## config.mk

```make
export PLATFORM = sky130hd
export DESIGN_NAME = hazard3_frontend
export DESIGN_NICKNAME = d
export VERILOG_FILES = /design/src/rtl/hazard3_frontend.sv
export SDC_FILE = /design/constraint.sdc
export NUM_CORES = 1
export LEC_CHECK = 0
export CAP_MARGIN = 20
export CORE_ASPECT_RATIO = 1.1
export CORE_MARGIN = 5
export CORE_UTILIZATION = 35
export CTS_CLUSTER_DIAMETER = 120
export DETAILED_ROUTE_END_ITERATION = 6
export PLACE_DENSITY = 0.56
export SETUP_SLACK_MARGIN = 0.1
export SYNTH_ARGS = -nofsm -noshare
export SYNTH_HDL_FRONTEND = slang
export SYNTH_SLANG_ARGS = --single-unit
```

## constraint.sdc

```tcl
create_clock -name clk -period 3.7 [get_ports clk]
set_input_delay 0.37 -clock clk [delete_from_list [all_inputs] [get_ports clk]]
set_output_delay 0.37 -clock clk [all_outputs]
set_load 0.005 [all_outputs]
```

## src/rtl/hazard3_frontend.sv

```systemverilog
// Instruction fetch frontend: word-aligned AHB-Lite fetches into a small
// prefetch FIFO, feeding a two-halfword current instruction register (CIR).
module hazard3_frontend #(
  parameter logic [31:0] RESET_VECTOR = 32'h0,
  parameter int          FIFO_DEPTH   = 2,
  parameter int          W_ADDR       = 32,
  parameter int          W_DATA       = 32
) (
  input  logic              clk,
  input  logic              rst_n,
  output logic [W_ADDR-1:0] i_haddr,
  output logic [1:0]        i_htrans,
  output logic [2:0]        i_hsize,
  input  logic              i_hready,
  input  logic [W_DATA-1:0] i_hrdata,
  input  logic              jump_target_vld,
  input  logic [W_ADDR-1:0] jump_target,
  output logic              f_jump_rdy,
  output logic              f_jump_now,
  output logic [31:0]       fd_cir,
  output logic [1:0]        fd_cir_vld,
  input  logic [1:0]        df_cir_use,
  input  logic              df_cir_lock
);

  localparam int W_LVL = $clog2(FIFO_DEPTH + 1);
  localparam logic [1:0] HTRANS_IDLE   = 2'b00;
  localparam logic [1:0] HTRANS_NONSEQ = 2'b10;

  logic [W_ADDR-1:0] fetch_addr_q, fetch_addr_d;
  logic [1:0]        out_q, out_d;
  logic              skip_q, skip_d;
  logic [W_DATA-1:0] fifo_q [FIFO_DEPTH];
  logic [W_DATA-1:0] fifo_d [FIFO_DEPTH];
  logic [FIFO_DEPTH-1:0] half_q, half_d;
  logic [W_LVL-1:0]  level_q, level_d;
  logic [31:0]       cir_q, cir_d;
  logic [1:0]        cir_vld_q, cir_vld_d;

  logic              jump_now, fetch_ok, accept, complete, push;
  logic              pop, take_half;
  logic [1:0]        remaining;
  logic [31:0]       shifted;
  logic [W_ADDR-1:0] jump_word;
  logic              unused_jt_lsb;

  assign unused_jt_lsb = jump_target[0];

  // Bus-side controls: a jump always wins the address phase; otherwise fetch
  // only while buffered plus in-flight words cannot exceed the FIFO.
  always_comb begin
    jump_now  = jump_target_vld && i_hready;
    jump_word = {jump_target[W_ADDR-1:2], 2'b00};
    fetch_ok  = (int'(level_q) + int'(out_q)) < FIFO_DEPTH;
    i_hsize   = 3'b010;
    i_haddr   = jump_now ? jump_word : fetch_addr_q;
    i_htrans  = HTRANS_IDLE;
    if (rst_n && (jump_now || fetch_ok))
      i_htrans = HTRANS_NONSEQ;
    f_jump_rdy = i_hready;
    f_jump_now = jump_now;
    accept     = i_htrans[1] && i_hready;
    complete   = i_hready && (out_q != 2'd0);
    // A data phase finishing alongside a jump belongs to the old stream.
    push       = complete && !jump_now;
  end

  // Fetch address, outstanding count and skip-half tracking.
  always_comb begin
    fetch_addr_d = fetch_addr_q;
    if (jump_now)
      fetch_addr_d = jump_word + W_ADDR'(4);
    else if (accept)
      fetch_addr_d = fetch_addr_q + W_ADDR'(4);
    out_d  = out_q + {1'b0, accept} - {1'b0, complete};
    skip_d = skip_q;
    if (jump_now)
      skip_d = jump_target[1];
    else if (push)
      skip_d = 1'b0;
  end

  // CIR shift and refill from the FIFO head word only.
  always_comb begin
    cir_d     = cir_q;
    cir_vld_d = cir_vld_q;
    pop       = 1'b0;
    take_half = 1'b0;
    remaining = cir_vld_q - df_cir_use;
    shifted   = cir_q;
    if (df_cir_use == 2'd1)
      shifted = {16'h0, cir_q[31:16]};
    else if (df_cir_use == 2'd2)
      shifted = 32'h0;
    if (jump_now && !df_cir_lock) begin
      cir_d     = 32'h0;
      cir_vld_d = 2'd0;
    end else if (!df_cir_lock) begin
      cir_d     = shifted;
      cir_vld_d = remaining;
      if (level_q != '0) begin
        if (remaining == 2'd0) begin
          pop = 1'b1;
          if (half_q[0]) begin
            cir_d[15:0] = fifo_q[0][31:16];
            cir_vld_d   = 2'd1;
          end else begin
            cir_d     = fifo_q[0];
            cir_vld_d = 2'd2;
          end
        end else if (remaining == 2'd1) begin
          cir_vld_d = 2'd2;
          if (half_q[0]) begin
            cir_d[31:16] = fifo_q[0][31:16];
            pop          = 1'b1;
          end else begin
            cir_d[31:16] = fifo_q[0][15:0];
            take_half    = 1'b1;
          end
        end
      end
    end
  end

  // Shifting prefetch FIFO: pop first, then push at the post-pop level.
  always_comb begin
    fifo_d  = fifo_q;
    half_d  = half_q;
    level_d = level_q;
    if (jump_now) begin
      level_d = '0;
      half_d  = '0;
    end else begin
      if (pop) begin
        for (int i = 0; i < FIFO_DEPTH - 1; i++) begin
          fifo_d[i] = fifo_q[i+1];
          half_d[i] = half_q[i+1];
        end
        half_d[FIFO_DEPTH-1] = 1'b0;
        level_d = level_q - W_LVL'(1);
      end else if (take_half) begin
        half_d[0] = 1'b1;
      end
      if (push) begin
        for (int i = 0; i < FIFO_DEPTH; i++) begin
          if (level_d == W_LVL'(i)) begin
            fifo_d[i] = i_hrdata;
            half_d[i] = skip_q;
          end
        end
        level_d = level_d + W_LVL'(1);
      end
    end
  end

  // State registers.
  always_ff @(posedge clk or negedge rst_n) begin
    if (!rst_n) begin
      fetch_addr_q <= {RESET_VECTOR[W_ADDR-1:2], 2'b00};
      out_q        <= 2'd0;
      skip_q       <= RESET_VECTOR[1];
      half_q       <= '0;
      level_q      <= '0;
      cir_q        <= 32'h0;
      cir_vld_q    <= 2'd0;
      for (int i = 0; i < FIFO_DEPTH; i++)
        fifo_q[i] <= '0;
    end else begin
      fetch_addr_q <= fetch_addr_d;
      out_q        <= out_d;
      skip_q       <= skip_d;
      half_q       <= half_d;
      level_q      <= level_d;
      cir_q        <= cir_d;
      cir_vld_q    <= cir_vld_d;
      fifo_q       <= fifo_d;
    end
  end

  assign fd_cir     = cir_q;
  assign fd_cir_vld = cir_vld_q;

  // Illegal-usage checks: FIFO overflow and over-consumption by decode.
  always @(posedge clk) begin
    if (rst_n) begin
      assert (!(push && !pop && level_q == W_LVL'(FIFO_DEPTH)));
      assert (df_cir_use <= cir_vld_q);
    end
  end

endmodule

```

==> impl_metrics.env <==
export IMPL_drv_cap=0
export IMPL_seqCellArea_sq_mm=0.00338
export IMPL_nets=1037
export IMPL_yosys_top_cells_area="dfrtp_1, mux2_4, nand2_1"
export IMPL_syn_area_sq_mm=0.00779
export IMPL_initial_core_util_pct=35.4
export IMPL_final_setup_viol_count=0
export IMPL_postLayoutCellArea_sq_mm=0.00999
export IMPL_ys_seq_area_share_pct=43.4
export IMPL_yosysTopAreaCellShare_pct=43.4
export IMPL_fillCellCount=2141
export IMPL_grt_ovfl_total=0
export IMPL_numCtsBuffers=17
export IMPL_drc=0
export IMPL_post_cts_buffers=0
export IMPL_syn_avg_cell_area_sq_um=9.27
export IMPL_slowest_delay_ns=0.49
export IMPL_fin_crit_sh_pct=75.4
export IMPL_critPathKind="input pin to output pin"
export IMPL_hold_buffers=1
export IMPL_synth_distinct_cells=59
export IMPL_dieArea_sq_mm=0.0254
export IMPL_cellLeakagePower_nw=4.16
export IMPL_crit_path_cell_trace="clkdlybuf4s50_1 -> nand2_2 -> inv_2 -> buf_4 -> mux2_2 -> clkdlybuf4s50_1"
export IMPL_reg2reg_to="fifo_q[18]"
export IMPL_grt_first_pass_wirelength_microns=36500
export IMPL_io_buffers=136
export IMPL_std_cell_rows=57
export IMPL_htree_levels=4
export IMPL_arrival_ns=2.42
export IMPL_maxSlewHeadroom_pct=29.7
export IMPL_cts_buffer_depth=2
export IMPL_r2r_start="fd_cir_vld[0]"
export IMPL_startpoint_type="input pin"
export IMPL_yosysWarningCount=0
export IMPL_setup_tns_ns=0
export IMPL_diodes=0
export IMPL_crit_start="jump_target_vld"
export IMPL_areaGrowthSynthToFinish_pct=28.2
export IMPL_clock_sinks=135
export IMPL_slew_violations=0
export IMPL_insertion_delay_ns=0.43
export IMPL_hold_viol_final=0
export IMPL_worst_pin_slew_ns=1.05
export IMPL_synth_edf_count=0
export IMPL_grt_usage_pct=17.8
export IMPL_crit_path_end_kind="output pin"
export IMPL_grt_max_degree=67
export IMPL_grt_pass1_vias=6388
export IMPL_viasPerCell=5.22
export IMPL_powerDensity_mw_per_mm2=789
export IMPL_placed_area_sq_mm=0.00941
export IMPL_dp_cells=1235
export IMPL_hold_class="input pin to async pin"
export IMPL_drt_wl_total_microns=22700
export IMPL_drt_iter0_drc=448
export IMPL_multi_input_area_sq_mm=0.00403
export IMPL_vias=6620
export IMPL_cp_required_ns=3.33
export IMPL_path_max_fanout=18
export IMPL_netlist_instances=841
export IMPL_first_pass_iters=7
export IMPL_final_cell_mix="dfrtp_1, clkdlybuf4s50_1, nand2_1"
export IMPL_cp_endpoint="i_haddr[4]"
export IMPL_rrSetupSlack_ns=0.93
export IMPL_dp_hpwl_microns=15500
export IMPL_yosysTopAreaCell="dfrtp_1"
export IMPL_core_area_sq_mm=0.0220
export IMPL_fin_skew_ns=0.0125
export IMPL_ys_ff_latch=135
export IMPL_ctsResizeCount=0
export IMPL_wl_per_cell_microns=17.9
export IMPL_cp_slowest_cell="clkdlybuf4s50_1"
export IMPL_layoutNonFillerInstCount=1268
export IMPL_rsz0062_at_grt="false"
export IMPL_layout_min_cycle_time_ns=2.79
export IMPL_path_clk_slew_ns=0.06
export IMPL_clockRootBuffer="clkbuf_16"
export IMPL_fmax_mhz=359
export IMPL_gp_congestion=0.822
export IMPL_num_io_pins=144
export IMPL_vdd_ir_drop_worst_mv=0.333
export IMPL_die_x_microns=152
export IMPL_die_h_microns=166
export IMPL_cp_common_cell="clkdlybuf4s50_1"
export IMPL_synth_main_ff_cell="dfrtp_1"
export IMPL_utilization_pct=45.3
export IMPL_grt_antenna_before_repair=0
export IMPL_tritoncts="done"
export IMPL_outcome="finished clean"
export IMPL_r2r_cells=8
export IMPL_drive_gt1_share_pct=12.3
export IMPL_synthArstFlopShare_pct=100
export IMPL_antenna_left=0
export IMPL_p_total_mw=7.88
sequential cells by signal (all words and copies together), names as in the netlist:
signal and cells:
fd_cir 32, fd_cir_vld 2, fetch_addr_q 30, fifo_q 64, half_q 2, level_q 2, out_q 2, skip_q 1
critical path: cells and delay by family:
kind / cells / cell delay, ns
buffers and inverters: 4 / 1.57
multiplexers: 1 / 0.41
AND/OR/NAND/NOR: 1 / 0.07
report_power, final:
group	total (mW)	switching, mW	internal (mW)
combinational	3.47	1.69	1.78
clock	1.65	0.693	0.954
sequential	2.77	0.600	2.17
synthesized netlist by cell type, drive strengths merged, types with 11 or more instances:
library cell  number
dfrtp            135
nand2            117
nor2             107
mux2              50
o21ai             50
a21oi             40
clkbuf            39
o22ai             33
mux2i             30
xnor2             27
buf               25
nor3              24
inv               19
nand4             16
o211ai            12
o41ai             11
worst min path at each step:
stage	start	to	slack (ns)	cells after the start
2_1_floorplan	rst_n	fd_cir[0]	0.07	0
3_3_place_gp	rst_n	fifo_q[6]	0.32	1
3_5_place_dp	rst_n	fifo_q[6]	0.32	1
4_1_cts	rst_n	fifo_q[10]	0.44	2
5_1_grt	rst_n	fifo_q[42]	0.48	2
6_report	rst_n	fifo_q[49]	0.43	2
per-stage QoR:
step	hold slack (ns)	worst slack, ns
floorplan	0.0744	0.744
global placement	0.321	0.559
detailed placement	0.321	0.526
CTS	0.438	0.905
global route	0.476	0.806
finish	0.429	0.911
layout make-up:
cell class | count | share of cell area (%)
well taps | 295 | 3.70
clock inverters | 12 | 1.19
repair buffers | 160 | 15.7
multi-input cells | 627 | 40.4
inverters | 19 | 0.714
flip-flops and latches | 135 | 33.8
clock buffers | 20 | 4.47
metal layers:
layer / track usage, % / part of all wire, % / wire, microns
met5: 0 / 0 / 0
met4: 5.24 / 1.6 / 359
met3: 3.82 / 4.2 / 945
met2: 27.4 / 46 / 10400
met1: 25.4 / 49 / 11000
cells by family after synthesis:
family	after synthesis	synth area share (%)
buffers and inverters	83	5.14
xor gates and xnor gates	31	3.69
DFF	135	43.4
muxes	80	12.5
adders and majority gates	6	1.06
AOI/OAI and AO/OA	186	15.3
and+or+nand+nor	318	18.9
other	2	0.0964
(Power assumes the default switching activity.)
